## config.mk

```make
export PLATFORM = sky130hd
export DESIGN_NAME = sound_mixer_att
export DESIGN_NICKNAME = d
export VERILOG_FILES = /design/src/rtl/sound_mixer_att.sv
export SDC_FILE = /design/constraint.sdc
export NUM_CORES = 1
export LEC_CHECK = 0
export CAP_MARGIN = 0
export CORE_AREA = 2 2 283 145
export CTS_CLUSTER_SIZE = 16
export DETAILED_ROUTE_END_ITERATION = 7
export DIE_AREA = 0 0 285 147
export SETUP_SLACK_MARGIN = 0.02
export SYNTH_ARGS = -nofsm -noshare
export SYNTH_HDL_FRONTEND = slang
export SYNTH_SLANG_ARGS = --single-unit
```

## constraint.sdc

```tcl
create_clock -name CLK -period 8.26 [get_ports CLK]
set_input_delay 1.239 -clock CLK [delete_from_list [all_inputs] [get_ports CLK]]
set_output_delay 1.239 -clock CLK [all_outputs]
set_load 0.01 [all_outputs]
```

## src/rtl/sound_mixer_att.sv

```systemverilog
// Multi-channel sound mixer with per-channel EXT/INT gain (MUL / 2^SHIFT, mute) and one shared MAC.
// Optional peak meters are built when SOUND_MIXER_PEAK_EN is defined.
module sound_mixer_att #(
    parameter int NUM_CH        = 4,
    parameter int IN_WIDTH      = 10,
    parameter int OUT_WIDTH     = 10,
    parameter int DEF_EXT_MUL   = 1,
    parameter int DEF_EXT_SHIFT = 0,
    parameter int DEF_INT_MUL   = 9,
    parameter int DEF_INT_SHIFT = 2
) (
    input  logic                         CLK,
    input  logic                         RESET,
    input  logic [NUM_CH*IN_WIDTH-1:0]   IN_DATA,
    input  logic                         SAMPLE_REQ,
    input  logic                         REG_WE,
    input  logic [$clog2(NUM_CH):0]      REG_ADDR,
    input  logic [6:0]                   REG_WDATA,
    output logic [6:0]                   REG_RDATA,
    output logic [OUT_WIDTH-1:0]         OUT_EXT,
    output logic [OUT_WIDTH-1:0]         OUT_INT,
    output logic                         OUT_VALID,
    output logic                         OVERRUN,
    input  logic                         PEAK_CLR,
    output logic [OUT_WIDTH-2:0]         PEAK_EXT,
    output logic [OUT_WIDTH-2:0]         PEAK_INT
);

    localparam int CW  = $clog2(NUM_CH);
    localparam int TW  = IN_WIDTH + 4;
    localparam int ACW = TW + CW;

    localparam logic [6:0] DEF_EXT = {1'b0, 2'(DEF_EXT_SHIFT), 4'(DEF_EXT_MUL)};
    localparam logic [6:0] DEF_INT = {1'b0, 2'(DEF_INT_SHIFT), 4'(DEF_INT_MUL)};

    localparam logic signed [ACW-1:0] SAT_MAX = ACW'((1 << (OUT_WIDTH - 1)) - 1);
    localparam logic signed [ACW-1:0] SAT_MIN = ~SAT_MAX;

    localparam logic [1:0] S_IDLE   = 2'd0;
    localparam logic [1:0] S_LOAD   = 2'd1;
    localparam logic [1:0] S_ACCUM  = 2'd2;
    localparam logic [1:0] S_OUTPUT = 2'd3;

    logic [6:0]          ext_gain_q [NUM_CH];
    logic [6:0]          int_gain_q [NUM_CH];
    logic [6:0]          ext_sh_q   [NUM_CH];
    logic [6:0]          int_sh_q   [NUM_CH];
    logic [IN_WIDTH-1:0] in_sh_q    [NUM_CH];

    logic [1:0]            state_q, state_d;
    logic [CW-1:0]         ch_q, ch_d;
    logic signed [ACW-1:0] acc_ext_q, acc_ext_d, acc_int_q, acc_int_d;
    logic [OUT_WIDTH-1:0]  out_ext_q, out_ext_d, out_int_q, out_int_d;
    logic                  out_valid_q, out_valid_d;
    logic                  overrun_q, overrun_d;
    logic [6:0]            rdata_q, rdata_d;
    logic signed [TW-1:0]  term_ext, term_int;

    logic [CW-1:0] reg_ch;
    logic          reg_sel;
    logic          addr_ok;

    assign reg_ch  = REG_ADDR[CW:1];
    assign reg_sel = REG_ADDR[0];
    assign addr_ok = ({1'b0, reg_ch} < (CW + 1)'(NUM_CH));

    function automatic logic signed [TW-1:0] gain_term(input logic [IN_WIDTH-1:0] s,
                                                       input logic [6:0] g);
        logic signed [TW-1:0] s_ext;
        logic signed [TW-1:0] m_ext;
        logic signed [TW-1:0] prod;
        s_ext = {{4{s[IN_WIDTH-1]}}, s};
        m_ext = {{(TW - 4){1'b0}}, g[3:0]};
        prod  = s_ext * m_ext;
        if (g[6])
            gain_term = '0;
        else
            gain_term = prod >>> g[5:4];
    endfunction

    function automatic logic [OUT_WIDTH-1:0] saturate(input logic signed [ACW-1:0] a);
        if (a > SAT_MAX)
            saturate = SAT_MAX[OUT_WIDTH-1:0];
        else if (a < SAT_MIN)
            saturate = SAT_MIN[OUT_WIDTH-1:0];
        else
            saturate = a[OUT_WIDTH-1:0];
    endfunction

    always_ff @(posedge CLK) begin
        if (RESET) begin
            for (int unsigned i = 0; i < NUM_CH; i++) begin
                ext_gain_q[i] <= DEF_EXT;
                int_gain_q[i] <= DEF_INT;
            end
        end else if (REG_WE && addr_ok) begin
            if (reg_sel)
                int_gain_q[reg_ch] <= REG_WDATA;
            else
                ext_gain_q[reg_ch] <= REG_WDATA;
        end
    end

    // Write data is forwarded so a write is visible on the very next cycle.
    always_comb begin
        rdata_d = '0;
        if (addr_ok) begin
            if (REG_WE)
                rdata_d = REG_WDATA;
            else if (reg_sel)
                rdata_d = int_gain_q[reg_ch];
            else
                rdata_d = ext_gain_q[reg_ch];
        end
    end

    always_ff @(posedge CLK) begin
        if (state_q == S_LOAD) begin
            for (int unsigned i = 0; i < NUM_CH; i++) begin
                in_sh_q[i]  <= IN_DATA[i*IN_WIDTH +: IN_WIDTH];
                ext_sh_q[i] <= ext_gain_q[i];
                int_sh_q[i] <= int_gain_q[i];
            end
        end
    end

    always_comb begin
        state_d     = state_q;
        ch_d        = ch_q;
        acc_ext_d   = acc_ext_q;
        acc_int_d   = acc_int_q;
        out_ext_d   = out_ext_q;
        out_int_d   = out_int_q;
        out_valid_d = 1'b0;
        overrun_d   = overrun_q | (SAMPLE_REQ && (state_q != S_IDLE));
        term_ext    = gain_term(in_sh_q[ch_q], ext_sh_q[ch_q]);
        term_int    = gain_term(in_sh_q[ch_q], int_sh_q[ch_q]);
        case (state_q)
            S_IDLE: begin
                if (SAMPLE_REQ)
                    state_d = S_LOAD;
            end
            S_LOAD: begin
                acc_ext_d = '0;
                acc_int_d = '0;
                ch_d      = '0;
                state_d   = S_ACCUM;
            end
            S_ACCUM: begin
                acc_ext_d = acc_ext_q + ACW'(term_ext);
                acc_int_d = acc_int_q + ACW'(term_int);
                ch_d      = ch_q + 1'b1;
                // Outputs are registered with the final sum so they are valid during OUTPUT.
                if (ch_q == CW'(NUM_CH - 1)) begin
                    state_d     = S_OUTPUT;
                    out_ext_d   = saturate(acc_ext_d);
                    out_int_d   = saturate(acc_int_d);
                    out_valid_d = 1'b1;
                end
            end
            default: state_d = S_IDLE;
        endcase
    end

    always_ff @(posedge CLK) begin
        if (RESET) begin
            state_q     <= S_IDLE;
            ch_q        <= '0;
            acc_ext_q   <= '0;
            acc_int_q   <= '0;
            out_ext_q   <= '0;
            out_int_q   <= '0;
            out_valid_q <= 1'b0;
            overrun_q   <= 1'b0;
            rdata_q     <= '0;
        end else begin
            state_q     <= state_d;
            ch_q        <= ch_d;
            acc_ext_q   <= acc_ext_d;
            acc_int_q   <= acc_int_d;
            out_ext_q   <= out_ext_d;
            out_int_q   <= out_int_d;
            out_valid_q <= out_valid_d;
            overrun_q   <= overrun_d;
            rdata_q     <= rdata_d;
        end
    end

    assign OUT_EXT   = out_ext_q;
    assign OUT_INT   = out_int_q;
    assign OUT_VALID = out_valid_q;
    assign OVERRUN   = overrun_q;
    assign REG_RDATA = rdata_q;

`ifdef SOUND_MIXER_PEAK_EN
    logic [OUT_WIDTH-2:0] peak_ext_q, peak_ext_d, peak_int_q, peak_int_d;
    logic [OUT_WIDTH-2:0] mag_ext, mag_int;

    // The most negative sample has no positive twin, so its magnitude clamps.
    function automatic logic [OUT_WIDTH-2:0] magnitude(input logic [OUT_WIDTH-1:0] v);
        logic [OUT_WIDTH-1:0] n;
        n = -v;
        if (!v[OUT_WIDTH-1])
            magnitude = v[OUT_WIDTH-2:0];
        else if (v[OUT_WIDTH-2:0] == '0)
            magnitude = '1;
        else
            magnitude = n[OUT_WIDTH-2:0];
    endfunction

    always_comb begin
        mag_ext    = magnitude(out_ext_q);
        mag_int    = magnitude(out_int_q);
        peak_ext_d = peak_ext_q;
        peak_int_d = peak_int_q;
        if (PEAK_CLR) begin
            peak_ext_d = '0;
            peak_int_d = '0;
        end else if (out_valid_q) begin
            if (mag_ext > peak_ext_q)
                peak_ext_d = mag_ext;
            if (mag_int > peak_int_q)
                peak_int_d = mag_int;
        end
    end

    always_ff @(posedge CLK) begin
        if (RESET) begin
            peak_ext_q <= '0;
            peak_int_q <= '0;
        end else begin
            peak_ext_q <= peak_ext_d;
            peak_int_q <= peak_int_d;
        end
    end

    assign PEAK_EXT = peak_ext_q;
    assign PEAK_INT = peak_int_q;
`else
    logic unused_peak_clr;
    assign unused_peak_clr = PEAK_CLR;
    assign PEAK_EXT        = '0;
    assign PEAK_INT        = '0;
`endif

endmodule

```

-- Yosys cells after proc, flatten, opt, wreduce, memory -nomap -nowiden
Memory sizes are Yosys's and may differ from the RTL's. A register that Yosys moved wholly into a read port is not among the register bits.
Cells that the tools add are included.
- shift operators: 2
- reduce and logical (&&, ||, !) cells: 9
- add/sub/neg operators: 3
- $mul: 2
- mux-type cells: 39
- order comparisons: 4
- equality and inequality tests: 5
- bitwise gates (word level): 2
- operators with widths (kind ; count):
    $pmux W16 S2 ; 2
    $mux W10 ; 4
    $add A16 B14 Y16 ; 2
    $gt A16 B10 Y1 const B ; 2
    $lt A16 B10 Y1 const B ; 2
    $mul A10 B5 Y14 ; 2
    $mux W14 ; 2
    $mux W7 ; 4
    $sshr A14 B2 Y14 ; 2
    $mux W2 ; 10
    $mux W1 ; 15
    $reduce_or A7 Y1 ; 2
    $pmux W2 S3 ; 1
    $eq A2 B2 Y1 const B ; 2
    $ne A2 B2 Y1 const B ; 2
    $pmux W2 S2 ; 1
    $reduce_and A2 Y1 ; 2
    $reduce_bool A2 Y1 ; 2
    $add A2 B1 Y2 const B ; 1
    $eq A2 B1 Y1 const B ; 1
    $logic_not A2 Y1 ; 1
    $reduce_or A2 Y1 ; 1
    $logic_and A1 B1 Y1 ; 1
    $not A1 Y1 ; 1
    $or A1 B1 Y1 ; 1
- RAM bits: 152
- memories: 5
- register bits after elaboration: 65
- memory list (name ; words ; bits a word ; rd ports ; clocked after memory_dff ; wr ports ; line ; source):
    in_sh_q ; 4 ; 10 ; 1 ; 1 ; 4 ; 48 ; logic [IN_WIDTH-1:0] in_sh_q [NUM_CH];
    ext_gain_q ; 4 ; 7 ; 5 ; 0 ; 4 ; 44 ; logic [6:0] ext_gain_q [NUM_CH];
    ext_sh_q ; 4 ; 7 ; 1 ; 1 ; 4 ; 46 ; logic [6:0] ext_sh_q [NUM_CH];
    int_gain_q ; 4 ; 7 ; 5 ; 0 ; 4 ; 45 ; logic [6:0] int_gain_q [NUM_CH];
    int_sh_q ; 4 ; 7 ; 1 ; 1 ; 4 ; 47 ; logic [6:0] int_sh_q [NUM_CH];

-- Longest topological paths before layout
- depth in word-level cells: 7
- depth in mapped cells: 31

-- Worst setup path after synthesis
No wires, ideal clock.
- kind: flip-flop to flip-flop
- start: register with a tool-made name
- end: register out_ext_q[0], in the netlist OUT_EXT[0]
- data required time: 8.111 ns
- slack: 0.433 ns
- path buffers: 3
- clock period less this slack: 7.827 ns
- cell stages (with the launch flop): 31
- library setup time: 0.149 ns
- arrival: 7.677 ns
- cells stage by stage: dfxtp_1 buf_6 buf_2 clkbuf_1 mux4_2 and2_1 ha_1 inv_1 fa_1 fa_1 inv_1 ha_1 a21o_1 a21oi_1 o21bai_1 a2111o_1 a31o_2 a21oi_1 xor2_1 nand2b_1 a221oi_1 ha_1 o21a_1 o21a_1 o21a_1 o22ai_1 xnor2_1 or3_1 or3_1 o32ai_4 o32ai_1
- RTL lines (what ; line ; source):
    end signal: assignment ; 181 ; out_ext_q <= out_ext_d;
    end: declaration ; 53 ; logic [OUT_WIDTH-1:0] out_ext_q, out_ext_d, out_int_q, out_int_d;

==> results.sh <==
export IMPL_synth_seq_cells=219
export IMPL_hold_violations=0
export IMPL_grt_antenna_before_repair=0
export IMPL_drt_first_pass_iters=5
export IMPL_period_minus_slack_ns=7.84
export IMPL_dp_hpwl_um=25100
export IMPL_portBuffers=82
export IMPL_setup_violations=0
export IMPL_endpoint_kind="flop"
export IMPL_start_util_pct=34.5
export IMPL_rsz0062_at_grt="no"
export IMPL_max_stage_delay_ns=0.65
export IMPL_yosysSeqAreaShare_pct=43.1
export IMPL_grt_pass1_wl_um=54000
export IMPL_hp_class="reg -> reg"
export IMPL_grt_pass1_vias=9342
export IMPL_cts_buffers=23
export IMPL_wl_um=33800
export IMPL_grt_overflow=0
export IMPL_die_w_um=285
export IMPL_cp_required_ns=8.66
export IMPL_slew_viol_final=0
export IMPL_clkTransAtPathRegs_ns=0.07
export IMPL_wl_met1_um=18100
export IMPL_cts_sinks=219
export IMPL_final_nets=1503
export IMPL_cts_buffer_depth=3
export IMPL_die_h_um=147
export IMPL_fin_crit_sh_pct=94.9
export IMPL_netlist_top_cells_count="edfxtp_1 (152), nor2_1 (140), and2_1 (103), inv_1 (98), ha_1 (85)"
export IMPL_via_per_inst=5.06
export IMPL_wl_met2_um=13400
export IMPL_top_layer="met4"
export IMPL_syn_to_final_growth_pct=16.3
export IMPL_drtIter0Drc=682
export IMPL_path_buf_inv=4
export IMPL_fin_setup_tns_ns=0
export IMPL_synth_top_area_cell="edfxtp_1"
export IMPL_ys_top_cells_by_area="edfxtp_1 (33%), dfxtp_1 (9.8%), ha_1 (7.8%), fa_1 (6.1%), mux4_2 (6.1%)"
export IMPL_synth_area_mm2=0.0137
export IMPL_place_gp_congestion=0.833
export IMPL_rows=52
export IMPL_ctsHoldBuffers=0
export IMPL_critPathMaxFanout=15
export IMPL_drtAntennaViolNets=0
export IMPL_core_area_mm2=0.0397
export IMPL_cts_tree="done"
export IMPL_cp_arrival_ns=8.24
export IMPL_ioPinCount=102
export IMPL_hold_start="ext_gain_q[2][4]$_SDFFCE_PN0P_"
export IMPL_diodes=0
export IMPL_drc=0
export IMPL_slowest_stage="mux4_2"
export IMPL_tightestPinTransition_ns=1.06
export IMPL_critPathKind="reg -> reg"
export IMPL_critPathLaunchType="flop"
export IMPL_dieArea_mm2=0.0419
export IMPL_vias=9506
export IMPL_synth_edf_count=152
export IMPL_max_slew_margin_pct=29.0
export IMPL_syn_inst=1242
export IMPL_root_buffer="clkbuf_16"
export IMPL_wl_met3_um=1690
export IMPL_fmax_mhz=128
export IMPL_synthFlopType="edfxtp_1"
export IMPL_grt_max_degree=77
export IMPL_status="finished, final reports clean"
export IMPL_ys_warn_count=0
export IMPL_synth_distinct_cells=78
export IMPL_htree_num_levels=1
export IMPL_clock_skew_ns=0.0115
export IMPL_synthArstFlopShare_pct=0
export IMPL_grt_total_usage_pct=16.4
export IMPL_cpLargestDelayFamily="compound AO/OA/AOI/OAI gates"
export IMPL_synth_most_common_cell="edfxtp_1"
export IMPL_wl_per_cell_um=18.0
export IMPL_syn_area_per_cell_um2=11.0
export IMPL_maxCapViolCount=0
export IMPL_synth_top_area_share_pct=33.3
export IMPL_drive_gt1_share_pct=10.8
export IMPL_hold_ws_ns=0.446
export IMPL_worst_skew_pair_late_latency_ns=0.56
## worst paths after layout
path	endpoint	slack [ns]	cells past startpoint
setup / recovery	OUT_EXT[0]$_SDFFE_PP0P_	0.42	29
hold / removal	ext_sh_q[2][4]$_DFFE_PN_	0.45	0
setup reg to reg	OUT_EXT[0]$_SDFFE_PP0P_	0.42	29
hold reg to reg	ext_sh_q[2][4]$_DFFE_PN_	0.45	0
## per-layer routing
layer,vias up,GRT usage (%)
met5,-,0
met4,0,2.88
met3,38,2.73
met2,218,22.8
met1,4678,26.6
li1,4572,-
## area by class of cell
| class | count | area, um^2 |
|---|---|---|
| tap | 540 | 676 |
| clock buffer | 27 | 622 |
| fill | 3819 | 23800 |
| sequential | 219 | 5910 |
| clock inverter | 15 | 130 |
| timing repair buffer | 102 | 1000 |
| multi-input combinational | 875 | 7210 |
| inverter | 100 | 375 |
## flip-flops by register name, summed over array words and instances, names as in the netlist, named ones only
signal      flops
in_sh_q        40
ext_gain_q     28
ext_sh_q       28
int_gain_q     28
int_sh_q       28
acc_ext_q      16
acc_int_q      16
OUT_EXT        10
OUT_INT        10
REG_RDATA       7
ch_q            2
state_q         2
OUT_VALID       1
OVERRUN         1
## worst reg2reg max path, delay by kind of cell, from the launching register on
kind	cells	cell delay (ns)
AO/OA/AOI/OAI	13	2.84
XOR/XNOR	2	0.29
adder cells (fa/ha/maj)	5	1.98
buffers and inverters	4	0.45
flip-flops	1	0.34
multiplexers	1	0.68
AND/OR/NAND/NOR	4	1.10
## per-stage QoR
stage	setup slack, ns	util (%)	std cells	instance area [um^2]
2_1_floorplan	0.433	-	1259	13800
3_3_place_gp	0.508	38.1	1835	15100
3_5_place_dp	0.397	38.1	1835	15100
4_1_cts	0.354	40.0	1877	15900
5_1_grt	0.0166	40.1	1878	15900
6_report	0.423	40.1	1878	15900
## placed cells by master, fill, tap and decap left out, drive strengths merged, types with 27 or more instances in the layout
| cell | n |
|---|---|
| nor2 | 140 |
| clkbuf | 27 |
| fa | 42 |
| xnor2 | 35 |
| mux4 | 37 |
| a211oi | 32 |
| a22oi | 30 |
| and2 | 104 |
| clkdlybuf4s50 | 81 |
| ha | 85 |
| edfxtp | 152 |
| nand2 | 69 |
| dfxtp | 67 |
| inv | 103 |
| a21oi | 47 |
## logic make-up after synthesis
| family | share of synthesized area, % |
|---|---|
| flops | 43.1 |
| buf+inv | 5.08 |
| fa+ha+maj | 13.9 |
| compound gates | 11.6 |
| simple gates | 14.3 |
| other cells | 0.0274 |
| xor+xnor | 3.18 |
| mux | 8.76 |
## repair_timing
| item | in CTS | in global routing |
|---|---|---|
| endpoints found under the setup margin | 0 | 20 |
| resized for setup | 0 | 6 |
| setup buffers | 0 | 1 |
Power is not shown: default switching activity piles up to over one toggle a cycle in this logic, so the estimate is an artifact.
